==> config.mk <==
export PLATFORM = sky130hd
export DESIGN_NAME = sdram_arbiter
export DESIGN_NICKNAME = d
export VERILOG_FILES = /design/src/rtl/sdram_arb_pkg.sv /design/src/rtl/rr_arbiter.sv /design/src/rtl/sdram_arbiter.sv
export SDC_FILE = /design/constraint.sdc
export NUM_CORES = 1
export LEC_CHECK = 0
export BUFFER_PORTS_ARGS = -buffer_cell sky130_fd_sc_hd__buf_2
export CORE_ASPECT_RATIO = 1.75
export CORE_MARGIN = 4
export CORE_UTILIZATION = 48
export CTS_CLUSTER_DIAMETER = 30
export DETAILED_ROUTE_END_ITERATION = 8
export MAX_ROUTING_LAYER = met4
export PLACE_DENSITY = 0.9
export RECOVER_POWER = 50
export SLEW_MARGIN = 20
export SYNTH_ARGS = -nofsm -noshare
export SYNTH_HDL_FRONTEND = slang
export SYNTH_SLANG_ARGS = --single-unit
==> constraint.sdc <==
create_clock -name i_sysclk -period 8.92 [get_ports i_sysclk]
set_input_delay 0.446 -clock i_sysclk [delete_from_list [all_inputs] [get_ports i_sysclk]]
set_output_delay 0.446 -clock i_sysclk [all_outputs]
set_load 0.01 [all_outputs]
==> src/rtl/sdram_arb_pkg.sv <==
// Shared types and widths for the SDRAM user-port arbiter.
// Build option: SDRAM_ARB_PRIO0_EN (see rr_arbiter).
package sdram_arb_pkg;

  localparam int ADDR_W = 24;
  localparam int DATA_W = 32;
  localparam int DM_W   = 4;

  typedef enum logic [1:0] {
    IDLE    = 2'd0,
    ISSUE   = 2'd1,
    RD_WAIT = 2'd2,
    DONE    = 2'd3
  } arb_state_t;

  // Pointer width that stays legal for a single requester.
  function automatic int ptr_width(input int n);
    return (n > 1) ? $clog2(n) : 1;
  endfunction

endpackage

==> src/rtl/rr_arbiter.sv <==
// Combinational one-hot round-robin grant starting the search at i_ptr.
// SDRAM_ARB_PRIO0_EN: port 0 wins whenever it requests; others rotate.
module rr_arbiter
  import sdram_arb_pkg::*;
#(
  parameter int N = 2
) (
  input  logic [N-1:0]            i_req,
  input  logic [ptr_width(N)-1:0] i_ptr,
  output logic [N-1:0]            o_gnt
);

  logic [N-1:0] w_below;
  logic [N-1:0] w_hi;
  logic [N-1:0] w_pick;
  logic [N-1:0] w_rr_gnt;

  // Requests at or above the pointer take precedence; otherwise wrap to the bottom.
  assign w_below  = (N'(1) << i_ptr) - N'(1);
  assign w_hi     = i_req & ~w_below;
  assign w_pick   = (|w_hi) ? w_hi : i_req;
  assign w_rr_gnt = w_pick & (~w_pick + N'(1));

`ifdef SDRAM_ARB_PRIO0_EN
  assign o_gnt = i_req[0] ? N'(1) : w_rr_gnt;
`else
  assign o_gnt = w_rr_gnt;
`endif

endmodule

==> src/rtl/sdram_arbiter.sv <==
// Shares one single-beat SDRAM controller user port among NUM_REQ requesters.
// Build option: SDRAM_ARB_PRIO0_EN gives port 0 absolute priority.
module sdram_arbiter
  import sdram_arb_pkg::*;
#(
  parameter int NUM_REQ = 2
) (
  input  logic                        i_sysclk,
  input  logic                        i_arst,
  input  logic                        i_init_done,
  input  logic [NUM_REQ-1:0]          i_req,
  input  logic [NUM_REQ-1:0]          i_rwb,
  input  logic [NUM_REQ*ADDR_W-1:0]   i_addr,
  input  logic [NUM_REQ*DATA_W-1:0]   i_wdata,
  input  logic [NUM_REQ*DM_W-1:0]     i_dm,
  output logic [NUM_REQ-1:0]          o_gnt,
  output logic [NUM_REQ-1:0]          o_done,
  output logic [DATA_W-1:0]           o_rdata,
  output logic                        o_busy,
  output logic                        o_we,
  output logic                        o_re,
  output logic                        o_last,
  output logic [ADDR_W-1:0]           o_addr,
  output logic [DATA_W-1:0]           o_din,
  output logic [DM_W-1:0]             o_dm,
  input  logic [DATA_W-1:0]           i_dout,
  input  logic                        i_wr_ack,
  input  logic                        i_rd_ack,
  input  logic                        i_rd_valid
);

  localparam int PTR_W = ptr_width(NUM_REQ);

  arb_state_t       r_state;
  logic [PTR_W-1:0] r_ptr;
  logic [PTR_W-1:0] r_next_ptr;
  logic             r_rwb;

  logic [NUM_REQ-1:0] w_gnt;
  logic [PTR_W-1:0]   w_idx   [NUM_REQ+1];
  logic               w_rwb   [NUM_REQ+1];
  logic [ADDR_W-1:0]  w_addr  [NUM_REQ+1];
  logic [DATA_W-1:0]  w_wdata [NUM_REQ+1];
  logic [DM_W-1:0]    w_dm    [NUM_REQ+1];
  logic [ADDR_W-1:0]  w_sel_addr;
  logic [PTR_W-1:0]   w_next_ptr;
  logic               w_can_grant;

  rr_arbiter #(.N(NUM_REQ)) u_rr (
    .i_req (i_req),
    .i_ptr (r_ptr),
    .o_gnt (w_gnt)
  );

  // One-hot grant steers an AND-OR mux and an index encoder, one stage per port.
  assign w_idx[0]   = '0;
  assign w_rwb[0]   = 1'b0;
  assign w_addr[0]  = '0;
  assign w_wdata[0] = '0;
  assign w_dm[0]    = '0;

  generate
    for (genvar gi = 0; gi < NUM_REQ; gi++) begin : g_mux
      assign w_idx[gi+1]   = w_idx[gi]   | (w_gnt[gi] ? PTR_W'(gi) : '0);
      assign w_rwb[gi+1]   = w_rwb[gi]   | (w_gnt[gi] & i_rwb[gi]);
      assign w_addr[gi+1]  = w_addr[gi]  | ({ADDR_W{w_gnt[gi]}} & i_addr[gi*ADDR_W +: ADDR_W]);
      assign w_wdata[gi+1] = w_wdata[gi] | ({DATA_W{w_gnt[gi]}} & i_wdata[gi*DATA_W +: DATA_W]);
      assign w_dm[gi+1]    = w_dm[gi]    | ({DM_W{w_gnt[gi]}} & i_dm[gi*DM_W +: DM_W]);
    end
  endgenerate

  assign w_sel_addr = w_addr[NUM_REQ] & {{(ADDR_W-1){1'b1}}, 1'b0};
  assign w_next_ptr = (w_idx[NUM_REQ] == PTR_W'(NUM_REQ-1)) ? '0
                                                            : w_idx[NUM_REQ] + PTR_W'(1);

  // The o_done cycle is never a grant cycle, so a requester still holding
  // i_req while it sees its done pulse is not served a second time.
  assign w_can_grant = i_init_done && (|i_req) && (o_done == '0);

  always_ff @(posedge i_sysclk or posedge i_arst) begin
    if (i_arst) begin
      r_state    <= IDLE;
      r_ptr      <= '0;
      r_next_ptr <= '0;
      r_rwb      <= 1'b0;
      o_gnt      <= '0;
      o_done     <= '0;
      o_rdata    <= '0;
      o_busy     <= 1'b0;
      o_we       <= 1'b0;
      o_re       <= 1'b0;
      o_last     <= 1'b0;
      o_addr     <= '0;
      o_din      <= '0;
      o_dm       <= '0;
    end else begin
      o_done <= '0;
      case (r_state)
        IDLE: begin
          if (w_can_grant) begin
            r_rwb      <= w_rwb[NUM_REQ];
            r_next_ptr <= w_next_ptr;
            o_gnt      <= w_gnt;
            o_addr     <= w_sel_addr;
            o_din      <= w_wdata[NUM_REQ];
            o_dm       <= w_dm[NUM_REQ];
            o_we       <= ~w_rwb[NUM_REQ];
            o_re       <= w_rwb[NUM_REQ];
            o_last     <= 1'b1;
            o_busy     <= 1'b1;
            r_state    <= ISSUE;
          end
        end
        ISSUE: begin
          // Only the acknowledge matching the access direction is honoured.
          if (!r_rwb && i_wr_ack) begin
            o_we    <= 1'b0;
            o_last  <= 1'b0;
            r_state <= DONE;
          end else if (r_rwb && i_rd_ack) begin
            o_re   <= 1'b0;
            o_last <= 1'b0;
            if (i_rd_valid) begin
              o_rdata <= i_dout;
              r_state <= DONE;
            end else begin
              r_state <= RD_WAIT;
            end
          end
        end
        RD_WAIT: begin
          if (i_rd_valid) begin
            o_rdata <= i_dout;
            r_state <= DONE;
          end
        end
        DONE: begin
          o_done  <= o_gnt;
          o_gnt   <= '0;
          o_busy  <= 1'b0;
          r_ptr   <= r_next_ptr;
          r_state <= IDLE;
        end
        default: r_state <= IDLE;
      endcase
    end
  end

endmodule
==> results of run 1 <==
per-layer routing:
| metal | part of all wire (%) | up-vias | wire length [microns] | GRT usage (%) |
|---|---|---|---|---|
| met3 | 7.7 | 39 | 1070 | 4.04 |
| met2 | 52 | 228 | 7230 | 42.6 |
| li1 | - | 2109 | - | - |
| met5 | 0 | - | 0 | - |
| met1 | 36 | 2139 | 5040 | 28.6 |
| met4 | 3.5 | 0 | 482 | 10.7 |
cells by family after synthesis:
group	Yosys count	share of synthesized area, %
and+or+nand+nor	202	19.3
AOI/OAI and AO/OA	82	11.1
buffers and inverters	42	3.96
adders and majority gates	5	1.35
muxes	34	8.24
DFF	104	56.0
other	1	0.0807
state kept, by name, indices dropped and copies added, names as in the netlist:
signal,flops
o_dm,4
r_rwb,1
o_din,32
r_next_ptr,1
o_addr,23
o_done,2
o_we,1
o_gnt,2
r_state,2
o_last,1
o_rdata,32
o_re,1
r_ptr,1
o_busy,1
final timing paths:
check,cells past startpoint,endpoint,slack (ps)
min reg2reg,1,o_rdata[4],510
min in group i_sysclk,2,o_rdata[3],340
max reg2reg,6,r_rwb,6610
max in group asynchronous,3,o_done[1],7550
max,7,r_rwb,6510
min,2,o_rdata[15],180
critical path: stages:
cell	delay, ps
buf_2	80
buf_4	550
o21ai_2	180
nor4b_4	270
buf_4	720
nand2_1	170
o21a_1	160
cell type report:
type,instances,share of cell area (%)
clock buffers,9,3.60
clock inverters,7,1.58
inverters,5,0.320
multi-input cells,324,30.1
flip-flops and latches,104,41.6
well taps,122,2.44
repair buffers,263,20.4
cell usage after synthesis, types with 2 or more instances:
master    number  area, sq um
nand2_1       66          248
and2_1         3         18.8
dfrtp_1      104         2600
nand3_1       60          300
nor3b_1        2         15.0
ha_1           5         62.6
buf_4          2         15.0
o21ai_0        5         25.0
buf_2         15         75.1
o21ai_1        2         10.0
clkbuf_1      19         71.3
o31ai_1        2         15.0
nor2_1        61          229
a21oi_1        5         25.0
nor2b_1        5         31.3
inv_1          5         18.8
a31oi_1       61          382
mux2_2        34          383
report_power, final:
group          leakage [nW]  internal (W)  switching [W]
sequential             1.22      0.000711       0.000135
clock                 0.157      0.000248       0.000173
combinational          1.58      0.000376       0.000496
through the flow:
step	setup slack [ps]	cells	utilization (%)	hold slack, ps	instance area (sq um)
CTS	6550	834	66.6	14.7	6300
global placement	6320	818	63.1	373	5980
global route	6300	834	66.1	225	6250
floorplan	5740	470	-	480	4650
detailed placement	6180	818	63.2	381	5980
finish	6510	834	66.1	176	6250
==> flow_summary.toml, run 1 <==
[drt]
antenna_left = 0
drcViolationCount = 0
first_pass_iters = 7
via_per_inst = 5.41
routed_wl_microns = 13800
drtIter0Drc = 194
wl_per_cell_microns = 16.6
vias = 4515

[floorplan]
core_area_sq_um = 9470
die_y_microns = 138
fp.dieW_microns = 82.4
start_util_pct = 49.1
num_rows = 47
ios = 262
die-area_sq_um = 11400

[cells_and_area]
layout_common_cells = "buf_2, dfrtp_1, nand2_1"
final_nets = 874
diodes = 0
drive_above_1_share_pct = 38.5
regArea_sq_um = 2600
fillers = 765
layout_commonest_cell = "buf_2"
area_growth_pct = 34.6
multi_input_area_sq_um = 1880

[clock_network]
root_buffer = "clkbuf_16"
cts_sinks = 104
holdBufCountCts = 0
cts.path.max_buffers = 2
cts_resized = 0
h-tree-depth = 3
cts_tree = "done"
cts_buffers = 9
postCtsSetupBuffers = 0
path_clk_slew_ps = 80
worstSkewPairLatency_ps = 340

[timing]
clock.fmax_ghz = 0.416
period_share_pct = 27.0
tns_ps = 0
setup_violations = 0
hold_viol = 0
max_slew.worst_pin.slew_ps = 873
slew_viol_final = 0
slew_headroom_pct = 41.8
finClkSkew_ps = 11.9
timing.final.crit_period_ps = 2410
grt_setup_unrepaired = "false"

[logic_synthesis]
synth_edf_count = 0
synth_seq_cells = 104
synthFlopType = "dfrtp_1"
syn_area_sq_um = 4650
ys_warn_count = 0
synthDistinctLibCells = 32
synth_fp_nets = 637
ys_seq_area_share_pct = 56.0
synthesis.instances = 470
synth_async_sr_flop_share_pct = 100
syn_avg_cell_area_sq_um = 9.88

[setup_path]
crit_path_start_kind = "input pin"
critPathRequiredTime_ps = 9140
critPathLaunch = "i_req[1]"
arrival_ps = 2630
cp_max_fo = 93
r2r_start = "r_state[1]"
critical_path_class = "in -> reg"
critPathCaptureType = "flip-flop"

[global_routing]
grt_pass1_vias = 4536
grt_pass1_wl_microns = 21700
grt.overflow.total = 0
antenna_found_initial = 0
grt_max_degree = 94
grt_util_all_layers_pct = 25.2

[placed_design]
portBuffers = 258
dp_hpwl_microns = 10300
gp_congestion = 0.862

[pwr]
total_power_w = 0.00214
vdd_drop_max_v = 0.000168
powerDensity_nw_per_um2 = 342
power_leakage_nw = 2.96

[min_path]
hp-class = "in -> async"

[run]
cap_violations = 0

[status]
outcome = "complete, no violations"
(Power assumes the default switching activity.)
==> inputs of run 2 (changes only) <==
CORE_UTILIZATION = 40   (was 48)
PLACE_DENSITY = 0.81   (was 0.9)
clock period = 2 ns   (was 8.92 ns; I/O delays follow)
==> flow_summary.toml, run 2 (same netlist as run 1, synthesis figures left out) <==
[timing]
setup_violations = 0
fin_ws_ps = 168
clock.fmax_ghz = 0.546
slew_headroom_pct = 12.4
hold_viol = 0
timing.hold.ws_ps = 12.3
finClkSkew_ps = 10.0
slew_viol_final = 0
timing.final.crit_period_ps = 1830
max_slew.worst_pin.slew_ps = 1310
period_share_pct = 91.6
tns_ps = 0
grt_setup_unrepaired = "false"

[setup_path]
arrival_ps = 2110
crit_chain = "inv_1 -> ha_2 -> or4b_2 -> nor3_1 -> a211o_1"
slowest_delay_ps = 620
critPathSlowestCell = "or4b_2"
timing.critical_path.buf_inv = 1
critPathRequiredTime_ps = 2280
cp_max_fo = 7
crit_path_start_kind = "flip-flop"
critical_path_class = "reg -> reg"
critPathTopFamily = "simple AND/OR/NAND/NOR gates"
critPathCaptureType = "flip-flop"

[floorplan]
core_area_sq_um = 11200
start_util_pct = 41.4
fp.dieW_microns = 89.5
die_y_microns = 151
ios = 262
die-area_sq_um = 13500
num_rows = 51

[clock_network]
root_buffer = "clkbuf_16"
cts_buffers = 9
cts_tree = "done"
worstSkewPairLatency_ps = 340
cts_sinks = 104
path_clk_slew_ps = 70
h-tree-depth = 3
cts.path.max_buffers = 2

[cells_and_area]
diodes = 0
layout_common_cells = "buf_2, dfrtp_1, nand2_1, dlygate4sd3_1"
area_growth_pct = 50.4
finalNonFillerCells = 918
post-route-util_pct = 62.2
final_nets = 948
layout_commonest_cell = "buf_2"
drive_above_1_share_pct = 35.0
top_regs = "o_din x32, o_rdata x32, o_addr x23"

[global_routing]
grt.overflow.total = 0
grt_util_all_layers_pct = 23.3
grt_pass1_vias = 4796
grt_max_degree = 105
grt_pass1_wl_microns = 23600
antenna_found_initial = 0

[placed_design]
dp_cells = 836
dp_hpwl_microns = 10400
gp_congestion = 0.913
dpl_worst_slack_ps = 128
portBuffers = 258

[min_path]
hp-class = "in -> reg"

[drt]
drcViolationCount = 0
wl_per_cell_microns = 16.9
first_pass_iters = 6
drtIter0Drc = 233
routed_wl_microns = 15500
via_per_inst = 5.18
antenna_left = 0
vias = 4755

[pwr]
powerDensity_nw_per_um2 = 1370
vdd_drop_max_v = 0.000813
power_leakage_nw = 3.25

[status]
outcome = "complete, no violations"

[run]
cap_violations = 0
run 2: per-layer routing:
layer  global-route usage (%)  up-vias  part of all wire [%]
met5                        -        -                     0
met4                     9.02        0                   3.2
met3                     4.65       41                   7.9
met2                     41.3      247                    54
met1                     24.9     2208                    35
li1                         -     2259                     -
run 2: area by class of cell:
| cell class | count | area [sq um] |
|---|---|---|
| Sequential cell | 104 | 2600 |
| Clock inverter | 7 | 52.6 |
| Timing Repair Buffer | 337 | 2040 |
| Tap cell | 132 | 165 |
| Clock buffer | 9 | 225 |
| Multi-Input combinational cell | 324 | 1880 |
| Fill cell | 929 | 4250 |
| Inverter | 5 | 22.5 |
run 2: stage by stage:
stage / power (W) / cell area, sq um
floorplan: 0.00610 / 4650
global placement: 0.00776 / 6130
detailed placement: 0.00792 / 6130
CTS: 0.00969 / 7060
global route: 0.0102 / 6990
finish: 0.00954 / 6990
run 2: final timing paths:
kind,start,end,slack (ps),depth (start not counted)
setup / recovery,r_state[0],o_gnt[0],170,5
hold / removal,i_wdata[27],o_din[27],10,3
setup reg to reg,r_state[0],o_gnt[0],170,5
hold reg to reg,o_rdata[16],o_rdata[16],510,1
max in group asynchronous,i_arst,o_din[18],400,4
min in group asynchronous,i_arst,o_rdata[15],800,4
run 2: power by group:
part / switching (W) / internal [W]
Sequential: 0.000607 / 0.00317
Clock: 0.000801 / 0.000856
Combinational: 0.00225 / 0.00185
run 2: repair_timing:
action,CTS,global route
setup buffers,0,1
endpoints found under the hold margin,168,0
hold buffers,65,0
resized for setup,0,1
endpoints found under the setup margin,0,20
run 2: worst reg2reg max path, cell delays in order, from the launching register on:
cell     delay (ps)
dfrtp_1         440
inv_1           120
ha_2            250
or4b_2          620
nor3_1          210
a211o_1         140
